## src/rtl/cla_addsub_pipe.sv

```systemverilog
// cla_addsub_pipe: pipelined carry-lookahead adder/subtractor, one word segment per stage, valid/ready on both sides
module cla_addsub_pipe #(
  parameter int WIDTH  = 16,
  parameter int GROUP  = 4,
  parameter int STAGES = 2
) (
  input  logic             clk,
  input  logic             rst_n,
  input  logic             in_valid,
  output logic             in_ready,
  input  logic [WIDTH-1:0] A,
  input  logic [WIDTH-1:0] B,
  input  logic             C_in,
  input  logic             SUB,
  output logic             out_valid,
  input  logic             out_ready,
  output logic [WIDTH-1:0] S,
  output logic             C_out,
  output logic             OVF,
  output logic             ZERO
);
  localparam int NS  = STAGES < 1 ? 1 : STAGES;
  localparam int GR  = GROUP < 1 ? 1 : GROUP;
  localparam int SEG = WIDTH / NS;

  if (STAGES < 1 || GROUP < 1 || WIDTH % NS != 0 || SEG % GR != 0) begin : g_bad
    $error("cla_addsub_pipe: WIDTH/STAGES must be a multiple of GROUP and STAGES >= 1");
  end

  // returns {carry out, carry into top bit, sum}; bit and group carries are flat G/P products
  function automatic logic [SEG+1:0] seg_add(input logic [SEG-1:0] x, input logic [SEG-1:0] y, input logic ci);
    logic [SEG-1:0] g, p;
    logic [SEG:0] cy;
    logic t, acc;
    g = x & y;
    p = x ^ y;
    cy = '0;
    cy[0] = ci;
    for (int n = 0; n < SEG; n += GR) begin
      for (int j = 1; j <= GR; j++) begin
        acc = cy[n];
        for (int i = 0; i < j; i++) acc &= p[n+i];
        for (int i = 0; i < j; i++) begin
          t = g[n+i];
          for (int m = i + 1; m < j; m++) t &= p[n+m];
          acc |= t;
        end
        cy[n+j] = acc;
      end
    end
    return {cy[SEG], cy[SEG-1], p ^ cy[SEG-1:0]};
  endfunction

  logic             advance;
  logic             iv, ic;
  logic [WIDTH-1:0] ia, ib;
  logic             v [NS];
  logic             c [NS];
  logic [WIDTH-1:0] a [NS];
  logic [WIDTH-1:0] b [NS];
  logic [WIDTH-1:0] s [NS];
  logic [WIDTH-1:0] ns [NS];
  logic [SEG+1:0]   r [NS];
  logic             cf, of, zf;

  assign advance   = !out_valid | out_ready;
  assign in_ready  = advance;
  assign out_valid = v[NS-1];
  assign S         = s[NS-1];
  assign C_out     = cf;
  assign OVF       = of;
  assign ZERO      = zf;

  always_ff @(posedge clk or negedge rst_n)
    if (!rst_n) begin
      iv <= 1'b0;
      ic <= 1'b0;
      ia <= '0;
      ib <= '0;
    end else if (advance) begin
      iv <= in_valid;
      if (in_valid) begin
        ia <= A;
        ib <= B ^ {WIDTH{SUB}};
        ic <= SUB | C_in;
      end
    end

  for (genvar k = 0; k < NS; k++) begin : st
    logic             pv, pc;
    logic [WIDTH-1:0] pa, pb;
    if (k == 0) begin : g_src
      assign pv = iv;
      assign pc = ic;
      assign pa = ia;
      assign pb = ib;
      assign ns[k] = WIDTH'(r[k][SEG-1:0]);
    end else begin : g_src
      assign pv = v[k-1];
      assign pc = c[k-1];
      assign pa = a[k-1];
      assign pb = b[k-1];
      assign ns[k] = s[k-1] | (WIDTH'(r[k][SEG-1:0]) << (k * SEG));
    end
    assign r[k] = seg_add(pa[k*SEG +: SEG], pb[k*SEG +: SEG], pc);
    // data fields only load with a valid beat so bubbles never disturb S or the flags
    always_ff @(posedge clk or negedge rst_n)
      if (!rst_n) begin
        v[k] <= 1'b0;
        c[k] <= 1'b0;
        a[k] <= '0;
        b[k] <= '0;
        s[k] <= '0;
      end else if (advance) begin
        v[k] <= pv;
        if (pv) begin
          c[k] <= r[k][SEG+1];
          a[k] <= pa;
          b[k] <= pb;
          s[k] <= ns[k];
        end
      end
    if (k == NS - 1) begin : g_flags
      always_ff @(posedge clk or negedge rst_n)
        if (!rst_n) begin
          cf <= 1'b0;
          of <= 1'b0;
          zf <= 1'b0;
        end else if (advance && pv) begin
          cf <= r[k][SEG+1];
          of <= r[k][SEG+1] ^ r[k][SEG];
          zf <= ns[k] == '0;
        end
    end
  end
endmodule

```

## config.mk

```make
export PLATFORM = sky130hd
export DESIGN_NAME = cla_addsub_pipe
export DESIGN_NICKNAME = d
export VERILOG_FILES = /design/src/rtl/cla_addsub_pipe.sv
export SDC_FILE = /design/constraint.sdc
export NUM_CORES = 1
export LEC_CHECK = 0
export ABC_CLOCK_PERIOD_IN_PS = 2800
export CORE_MARGIN = 2
export CORE_UTILIZATION = 25
export DETAILED_ROUTE_END_ITERATION = 16
export DONT_BUFFER_PORTS = 1
export GPL_ROUTABILITY_DRIVEN = 0
export PLACE_DENSITY_LB_ADDON = 0.12
export SETUP_SLACK_MARGIN = 0.05
export SYNTH_ARGS = -nofsm -noshare
export SYNTH_HDL_FRONTEND = slang
export SYNTH_SLANG_ARGS = --single-unit
```

## constraint.sdc

```tcl
create_clock -name clk -period 2.8 [get_ports clk]
set_input_delay 0.42 -clock clk [delete_from_list [all_inputs] [get_ports clk]]
set_output_delay 0.42 -clock clk [all_outputs]
set_load 0.02 [all_outputs]
```

# [Yosys cells after proc, flatten, opt, wreduce, memory -nomap -nowiden]
# Cells that the tools add are included.
[totals] register_bits=96 in_bits=38 output_inout_bits=21 wordCells=111
[op_classes] bitwise=91 reduce_logical=6
[ops] op="OR 1 bit" count=42
[ops] op="AND 1 bit" count=40
[ops] op="bitwise XOR 8 bit" count=4
[ops] op="AND 8 bit" count=2
[ops] op="logical NOT 16 bit" count=1
[ops] op="OR 8 x 16 -> 16 bit" count=1
[ops] op="bitwise XOR 16 bit" count=1
[ops] op="AND reduction 2 bit" count=3
[ops] op="logical AND 1 bit" count=1
[ops] op="logical NOT 1 bit" count=1
[ops] op="bitwise XOR 1 bit" count=1

# [Logic depth before layout (Yosys ltp)]
# Gate-level depths: netlist of the first run.
[depth] depth_word=18 mapped_depth=11 mapped_depth_nobuf=11

# [Worst setup path after synthesis of the first run]
# No wires, ideal clock.
[synth_path] path_kind="reg-to-reg" start="register ia[0]" end="register c, in the netlist st[1].pc" setup_ps=124 t_arrival_ps=2492 t_required_ps=2676 slack_ps=184 stages_incl_launch_ff=12 path_buffers=0 synth_period_minus_slack_ps=2616 cell_sequence="dfrtp_1 -> ha_1 -> ha_1 -> o21a_1 -> o21ai_1 -> a21boi_0 -> or2_1 -> ha_1 -> o21a_1 -> o21a_1 -> o21a_1 -> o31a_1"
[synth_via] elab_chain_cells=17 word_cells_on_any_way=21 classes_between="bitwise (21)"
[synth_rtl] element="from (decl)" line="56" source="logic [WIDTH-1:0] ia, ib;"
[synth_rtl] element="from (signal assigned)" line="78" source="ia <= '0;"
[synth_rtl] element="from (signal assigned)" line="83" source="ia <= A;"
[synth_rtl] element="bitwise XOR 8 bit" line="36" source="p = x ^ y;"
[synth_rtl] element="AND 1 bit (4 in a row)" line="42" source="for (int i = 0; i < j; i++) acc &= p[n+i];"
[synth_rtl] element="OR 1 bit * (4 in a row)" line="46" source="acc |= t;"
[synth_rtl] element="AND 1 bit * (4 in a row)" line="42"
[synth_rtl] element="OR 1 bit * (4 in a row)" line="46"
[synth_rtl] element="to (signal, indexed assignment)" line="117" source="c[k] <= r[k][SEG+1];"
[synth_rtl] element="to (decl)" line="58" source="logic c [NS];"
# Mark *: on every way between the ends. The rest lies on a longest branch, timed or not.
# A chain may end at the register's enable or synchronous reset.

==> results of run 1 <==
==> area by class of cell <==
class | count | area [um^2]
fillers | 1575 | 10700
flip-flops and latches | 80 | 2000
multi-input cells | 197 | 1790
clock buffers | 11 | 253
well taps | 188 | 235
repair buffers | 10 | 97.6
clock inverters | 5 | 78.8
inverters | 6 | 22.5
diodes | 1 | 2.50
==> placed cells by master (no fill, tap or decap), drive strengths merged, types with 4 or more instances in the layout <==
master,count
buf,9
fa,4
xnor2,19
clkbuf,11
mux2,45
o31ai,4
dfrtp,80
inv,6
nor2,4
o21ai,28
o211ai,4
o21a,6
nand2,38
ha,20
==> worst max path at each step <==
stage / start / to / slack [ps]
after floorplan: ia[0] / st[1].pc / 180
after global placement: st[1].pa[8] / ZERO / 100
after detailed placement: st[1].pa[8] / ZERO / 60
after CTS: st[1].pa[8] / ZERO / 60
after global routing: st[1].pa[8] / ZERO / -190
final: st[1].pa[8] / ZERO / 80
==> power by group <==
part	internal, W	leakage, nW	total, W	switching (W)
registers	0.00161	0.962	0.00214	0.000526
logic	0.00108	0.928	0.00203	0.000946
clock network	0.000828	0.165	0.00130	0.000469
==> critical path: cells and delay by family (launching register included) <==
kind | cells | cell delay [ps]
AND/OR/NAND/NOR | 4 | 700
flip-flops | 1 | 390
adder cells (fa/ha/maj) | 3 | 960
AO/OA/AOI/OAI | 3 | 590
==> repair_timing <==
| action | CTS | global route |
|---|---|---|
| hold buffers | 2 | 0 |
| gates resized for setup | 0 | 7 |
| cloned | 0 | 0 |
| endpoints found under the setup margin | 1 | 4 |
| pin swaps | 0 | 8 |
| setup buffers | 1 | 5 |
| hold endpoints to repair | 80 | 0 |
==> through the flow <==
| stage | cell area (um^2) | cells | util [%] | setup slack (ps) |
|---|---|---|---|---|
| 4_1_cts | 4410 | 492 | 29.0 | 55.1 |
| 3_3_place_gp | 4040 | 473 | 26.6 | 101 |
| 5_1_grt | 4480 | 497 | 29.5 | -185 |
| 6_report | 4480 | 498 | 29.5 | 80.5 |
| 3_5_place_dp | 4040 | 473 | 26.6 | 55.8 |
| 2_1_floorplan | 3890 | 296 | - | 184 |
==> registers in the layout, indices dropped and copies added, names as in the netlist <==
signal     count
st.pb          8
S             16
ZERO           1
st.pa          8
C_out          1
out_valid      1
ib            16
OVF            1
ic             1
st.pc          1
s              8
iv             1
ia            16
st.pv          1
==> layer usage <==
metal  routed length (um)  up-vias  GRT usage, %
li1                     -     1044             -
met1                 4320     1019          16.1
met2                 3240       52          13.2
met3                  483       11          3.83
met4                  182        0          6.14
met5                    0        -             0
==> cells by family after synthesis <==
family	count (synthesis)
buffers and inverters	19
AOI/OAI and AO/OA	47
muxes	46
adders and majority gates	24
xor gates and xnor gates	22
and+or+nand+nor	58
DFF	80
==> metrics list, run 1 <==
- Launching element type of the critical path: flop
* Clk Tree Root Cell: sky130_fd_sc_hd__clkbuf_16
- Vias in the first global route: between 2,000 and 2,500
- Post-Synthesis Mean Instance Area: between 10 and 15 um^2
- DRC errors left: 0
* Post-synthesis share of cell area spent on and, or, nand and nor gates: 7.36%
* Primary flip-flop cell chosen by synthesis mapping: sky130_fd_sc_hd__dfrtp_1
- Wire length of the first global-routing pass: approximately 13,000 um
- For this design, the sink count on the clock tree is 80.
- TritonCTS built the clock tree.
- Worst-case vdd ir drop: 372 uV
- Entering global routing, the biggest net connects 81 pins.
* Routed via count: 2,126
* Area of the mapped netlist: slightly below 0.004 mm^2
- Sorting the synthesized cells by area gives the leading types as sky130_fd_sc_hd__dfrtp_1, sky130_fd_sc_hd__mux2_4, sky130_fd_sc_hd__ha_1.
* Number of antenna violations at the first check in global routing: 1
- Hold Crit Start: A[4]
* Leading post-synthesis cells by instance count: sky130_fd_sc_hd__dfrtp_1, sky130_fd_sc_hd__mux2_4, sky130_fd_sc_hd__nand2_1, sky130_fd_sc_hd__o21ai_0, sky130_fd_sc_hd__ha_1
* Arrival @ worst endpoint: 2980 ps
- Die footprint: 0.0166 mm^2
- The share of the Yosys chip area taken by registers is 51.4%.
* H-Tree Level Count: 3
- From left edge to right edge, the die measures approximately 130 um.
- Maximum achievable frequency: 368 MHz
- For this design the static power due to leakage is between 2 and 2.5 nW.
* Count of standard-cell rows: 45
- Final wirelength: 8220 um
- Number of warnings reported in the yosys synthesis log: 0
- Post-route clock period utilization: 97.1%
- Core Footprint: 0.0152 mm^2
* Worst Path Max Fanout: 3
- For the pin with the worst max-slew slack, the measured transition is ~640 ps.
- PwrDens: 1220 mW/mm^2
- After synthesis, the largest area contributor takes up 51.4% of total cell area.
- Setup repair after global routing could not meet its margin everywhere.
- Most common cell in the synthesized netlist: sky130_fd_sc_hd__dfrtp_1
- Post-Syn Nets: 358
* Final #Nets: about 370
- The max-slew violation count is 0.
* Worst min path class: in -> reg
- The worst register-to-register path begins at st[1].pa[8].
* Crit-path cells: ha_1 > ha_2 > o211ai_1 > nand3b_1 > a21o_1 > fa_1 > nor4b_2 > and4_1 > nand4_1 > o31ai_2
- Detailed placement finished with a half-perimeter wire length of 5780 um.
- Overall power consumption after layout is estimated at 0.00546 W.
* Worst clock skew: ~6.4 ps
- In this run the critical register-to-register path is captured at ZERO.
- Result of the run: finished, final reports clean
* Length of the first detailed-routing pass in iterations: 4
- The worst setup path is of the reg -> reg kind.
* Combinational family with the most area after synthesis: multiplexers
- Port Buffer Count: 0
- Number of violations of the max-capacitance limit: 0
- Initial core utilization: between 20% and 30%
* Buffers from clock root to sink, at most: 2
* Remaining max-slew budget at the tightest pin: 57.4%
- R2R Setup Slk: 80 ps
- The total count of hold-check failures in the final report came to 0.
* WHS Endpoint: ia[4]
- Count of routing violations after the opening detailed-route iteration: 91
- Counting flops and latches in the post-synthesis netlist gives 80.
* Overflow left after global routing: 0
* Die Y-Extent: 129 um
- Register-to-Register Path Depth: 10
- Dividing the detail-routed wire length by the instance count gives 16.5 um.
- Setup violations remaining at the end of the flow were counted as 0.
- Summed negative setup slack over all endpoints: 0 ps
* Worst hold slack: about 220 ps
- Counting instances, the worst hold path has a depth of 1.
* Synth area leader: sky130_fd_sc_hd__dfrtp_1
- In this run the remaining antenna-violating nets after routing total 0.
- Yosys mapped a number of flops with a built-in enable equal to 0.
- Distinct cell type count of the synthesized netlist: 39
* Combined global-route utilization of all metal layers: a little over a tenth
- FFs w/ async S/R, synth: 100%
* Total clock buffers created by CTS: 9
* Portion of netlist area occupied by mux cells: between 10% and 20%
* Latest clock arrival within the worst-skew pair: roughly 340 ps
* Cells after Synth: 296
- Dividing the detail-routed via count by the number of cells gives roughly 4.3.
- In this design, the stage delay of the slowest critical-path cell is 480 ps.
- In the final layout, the share of cells above drive strength 1 is 26.5%.
- Final period demand of the worst path: 2720 ps
- Clock Pin Slew Worst Setup and Hold Paths: 60 ps
- Data required time at the worst endpoint: 3060 ps
- Post-synthesis to final-layout area growth: 15.0%
- Summing the areas of all compound-gate instances in the mapped netlist gives 7.55% of the synthesized area.
* Worst setup EP type: flop
- Crit path max-delay cell type: sky130_fd_sc_hd__fa_1
- After Yosys synthesis, full adders, half adders and majority gates account for roughly 8.5% of the synthesized area.
- After Yosys synthesis, XOR and XNOR cells account for 4.95% of the synthesized area.
- For this design the top-level I/O count stands at 59.
Power figures use the tool's default switching activity.
==> run 2, diff against run 1 <==
--- a/config.mk
+++ b/config.mk
@@ -5,12 +5,13 @@
 export SDC_FILE = /design/constraint.sdc
 export NUM_CORES = 1
 export LEC_CHECK = 0
-export ABC_CLOCK_PERIOD_IN_PS = 2800
+export ABC_CLOCK_PERIOD_IN_PS = 3100
 export CORE_MARGIN = 2
 export CORE_UTILIZATION = 25
 export DETAILED_ROUTE_END_ITERATION = 16
 export DONT_BUFFER_PORTS = 1
 export GPL_ROUTABILITY_DRIVEN = 0
+export MAX_ROUTING_LAYER = met4
 export PLACE_DENSITY_LB_ADDON = 0.12
 export SETUP_SLACK_MARGIN = 0.05
 export SYNTH_ARGS = -nofsm -noshare
==> constraint.sdc (replaced) <==
create_clock -name clk -period 3.1 [get_ports clk]
set_input_delay 0.465 -clock clk [delete_from_list [all_inputs] [get_ports clk]]
set_output_delay 0.465 -clock clk [all_outputs]
set_load 0.02 [all_outputs]
==> run 2 against run 1 <==
Via count down 1.6%. Flip-flop and latch count is the same. Clock skew is 2.6 ps lower. Hold slack worse by 200 ps. Power decreased by 16%. Cell count shrank 2.0%. Utilization decreased by 1.1 points. Cell area shrank 3.7%. Register-to-register slack improved by 230 ps. Count of clock-buffer cells in the layout up 2. Largest cell class unchanged.
==> metrics list, run 2 (synthesis results as in run 1) <==
- The clock passes through at most 2 buffers.
- Cell family with the largest share of critical-path delay: compound AO/OA/AOI/OAI gates
* Clock Sink Count: 80
* Largest net degree at the start of global routing: 81
* Worst setup EP type: flop
- Counting I/O delays and the setup requirement, the final critical path takes 2790 ps.
- The H-tree was split into 3 levels.
* Maximum achievable frequency: 358 MHz
* Footprint of the flip-flops and latches: ~0.002 mm^2
- The pre-antenna-repair detailed-routing pass consisted of 4 iterations.
- Pleak: 1.97 nW
* Buffer count from post-CTS setup fixing: 0
* Data required time at the worst endpoint: about 3300 ps
- The largest single stage delay on the critical path is around 410 ps.
- Register-to-Register Path Depth: 11
* Transition time at the pin with the least slew margin: 628 ps
- Post-DRT Antenna Nets: 0
- In this run the tool buffered the top-level ports with 0 buffer cells.
- The cell sitting at the root of the clock tree is a sky130_fd_sc_hd__clkbuf_16.
* Wire length of the first global-routing pass: 13,300 um
- Post-route clock period utilization: 90.0%
- For the worst-skew pair, the clock arrives at the later sink with an insertion delay of about 340 ps.
- STA puts the critical path data arrival time at 3010 ps.
- For flop-to-flop paths, the worst setup slack is 310 ps.
- Remaining max-slew budget at the tightest pin: 58.1%
* Setup slack at placement: 315 ps
- The initial antenna violation count came to 1.
* Final cell utilization of the core: between 20% and 30%
- Clock Pin Slew Worst Setup and Hold Paths: 60 ps
* CP dominant cell by count: sky130_fd_sc_hd__o21a_1
- Top-level port count: 59
- Number of violations of the max-capacitance limit: 0
- After floorplanning, the core was sized to cover 0.0152 mm^2.
* Crit-path cells: ha_1 > ha_1 > o21a_1 > o21ai_1 > a21boi_0 > or2_1 > ha_1 > o21a_1 > o21a_1 > o21a_1 > o31a_1
- Global routing used between 10 and 15% of the available tracks across all layers.
- In the final layout, the share of cells above drive strength 1 is ~22%.
* Setup slack after layout: 310 ps
- Origin of the critical flop-to-flop path: ia[0]
* Final hold vios: 0
* Count of standard-cell rows: 45
- The worst register-to-register path ends at st[1].pc.
* Pwr Total: 0.00459 W
- For this design the ratio of total power to cell area is 1060 mW/mm^2.
- The run finished with clean final reports.
- Summed over all layers, the routed wires come to approximately 8200 um.
- Global routing finished with a remaining overflow of 0.
- The max-slew violation count came to 0.
* Detail Placement HPWL: 5780 um
* Fill cell instance count of the final layout: between 1,500 and 2,000
- In this run, the number of DRC markers left after iteration 0 of detailed routing was 100.
- The floorplan step set the die width to 129 um.
- DRC errors left: 0
* Start-to-end type of the worst setup path: reg -> reg
- The die covers 0.0166 mm^2.
- Initial core utilization: 25.6%
* Worst clock skew: 3.76 ps
- Counting both buffers and inverters, the worst setup path holds a total of 0.
- Setup violations remaining at the end of the flow were counted as 0.
- IR analysis of the VDD net gives a maximum drop of 291 uV.
* Vias in the first global route: 2,243
- Die Y-Extent: about 130 um
- TritonCTS built the clock tree.
- Total clock buffers created by CTS: 9
- The tightest min-delay check is of the in -> async type.
* WL per Instance: 16.7 um
* Summed negative setup slack over all endpoints: 0 ps
* Post-synthesis to final-layout area growth: 10.8%
- Setup repair after global routing left no endpoint under its margin.
- Post-CTS repair changed the size of 0 cells.
- Among all stages on the critical path, the largest delay is contributed by sky130_fd_sc_hd__dfrtp_1.
* Leading cell type in the layout, fill and taps excluded: sky130_fd_sc_hd__dfrtp_1
- The detailed router placed around 2,100 vias in this run.
* Final #Nets: 358
* Most frequent cells in the layout: sky130_fd_sc_hd__dfrtp_1, sky130_fd_sc_hd__mux2_4, sky130_fd_sc_hd__nand2_1
- Launching element type of the critical path: flop
- Average via count per standard cell: 4.29
- Combined area of the multi-input logic cells: roughly 0.0018 mm^2
- In this run the worst path has a maximum fanout of 3.
[run 2: cell count changes in the layout (fill, tap and decap cells not counted), sizes merged]
cell / previous run / this run
buf: 9 / 2
bufinv: 2 / 0
clkbuf: 11 / 13
clkinv: 3 / 1
dlygate4sd3: 1 / 0
[run 2: power breakdown]
group | internal (W) | leakage (nW) | switching (W) | total [W]
clock | 0.000555 | 0.126 | 0.000403 | 0.000958
combinational | 0.000888 | 0.884 | 0.000802 | 0.00169
sequential | 0.00145 | 0.962 | 0.000484 | 0.00194
[run 2: what timing repair did]
action | in CTS | in global routing
endpoints found under the hold margin | 80 | 0
hold buffers | 1 | 0
setup endpoints to repair | 0 | 0
[run 2: area by class of cell]
class | count | area share, %
clock inverters | 1 | 0.116
flip-flops and latches | 80 | 46.4
clock buffers | 13 | 5.80
repair buffers | 2 | 0.812
multi-input cells | 197 | 40.9
diodes | 1 | 0.0580
well taps | 188 | 5.45
inverters | 6 | 0.522
[run 2: through the flow]
| step | hold WS [ps] | area, um^2 | instances |
|---|---|---|---|
| 4_1_cts | 35.3 | 4310 | 487 |
| 2_1_floorplan | 169 | 3890 | 296 |
| 3_3_place_gp | 175 | 4030 | 472 |
| 5_1_grt | 58.5 | 4320 | 488 |
| 3_5_place_dp | 175 | 4030 | 472 |
| 6_report | 22.0 | 4320 | 488 |
[run 2: worst max-delay path by stage]
stage,from,end,slack (ps),cells past startpoint
floorplan,ia[0],st[1].pc,480,11
global placement,ia[0],st[1].pc,380,11
detailed placement,ia[0],st[1].pc,310,11
CTS,ia[0],st[1].pc,300,11
global route,st[1].pa[8],ZERO,100,10
finish,ia[0],st[1].pc,310,11
[run 2: per-layer routing]
metal | global-route usage, % | up-vias | wire length (um)
li1 | - | 1021 | -
met1 | 16.3 | 1009 | 4370
met2 | 13.5 | 49 | 3200
met3 | 3.28 | 14 | 402
met4 | 5.75 | 0 | 196
met5 | - | - | 0
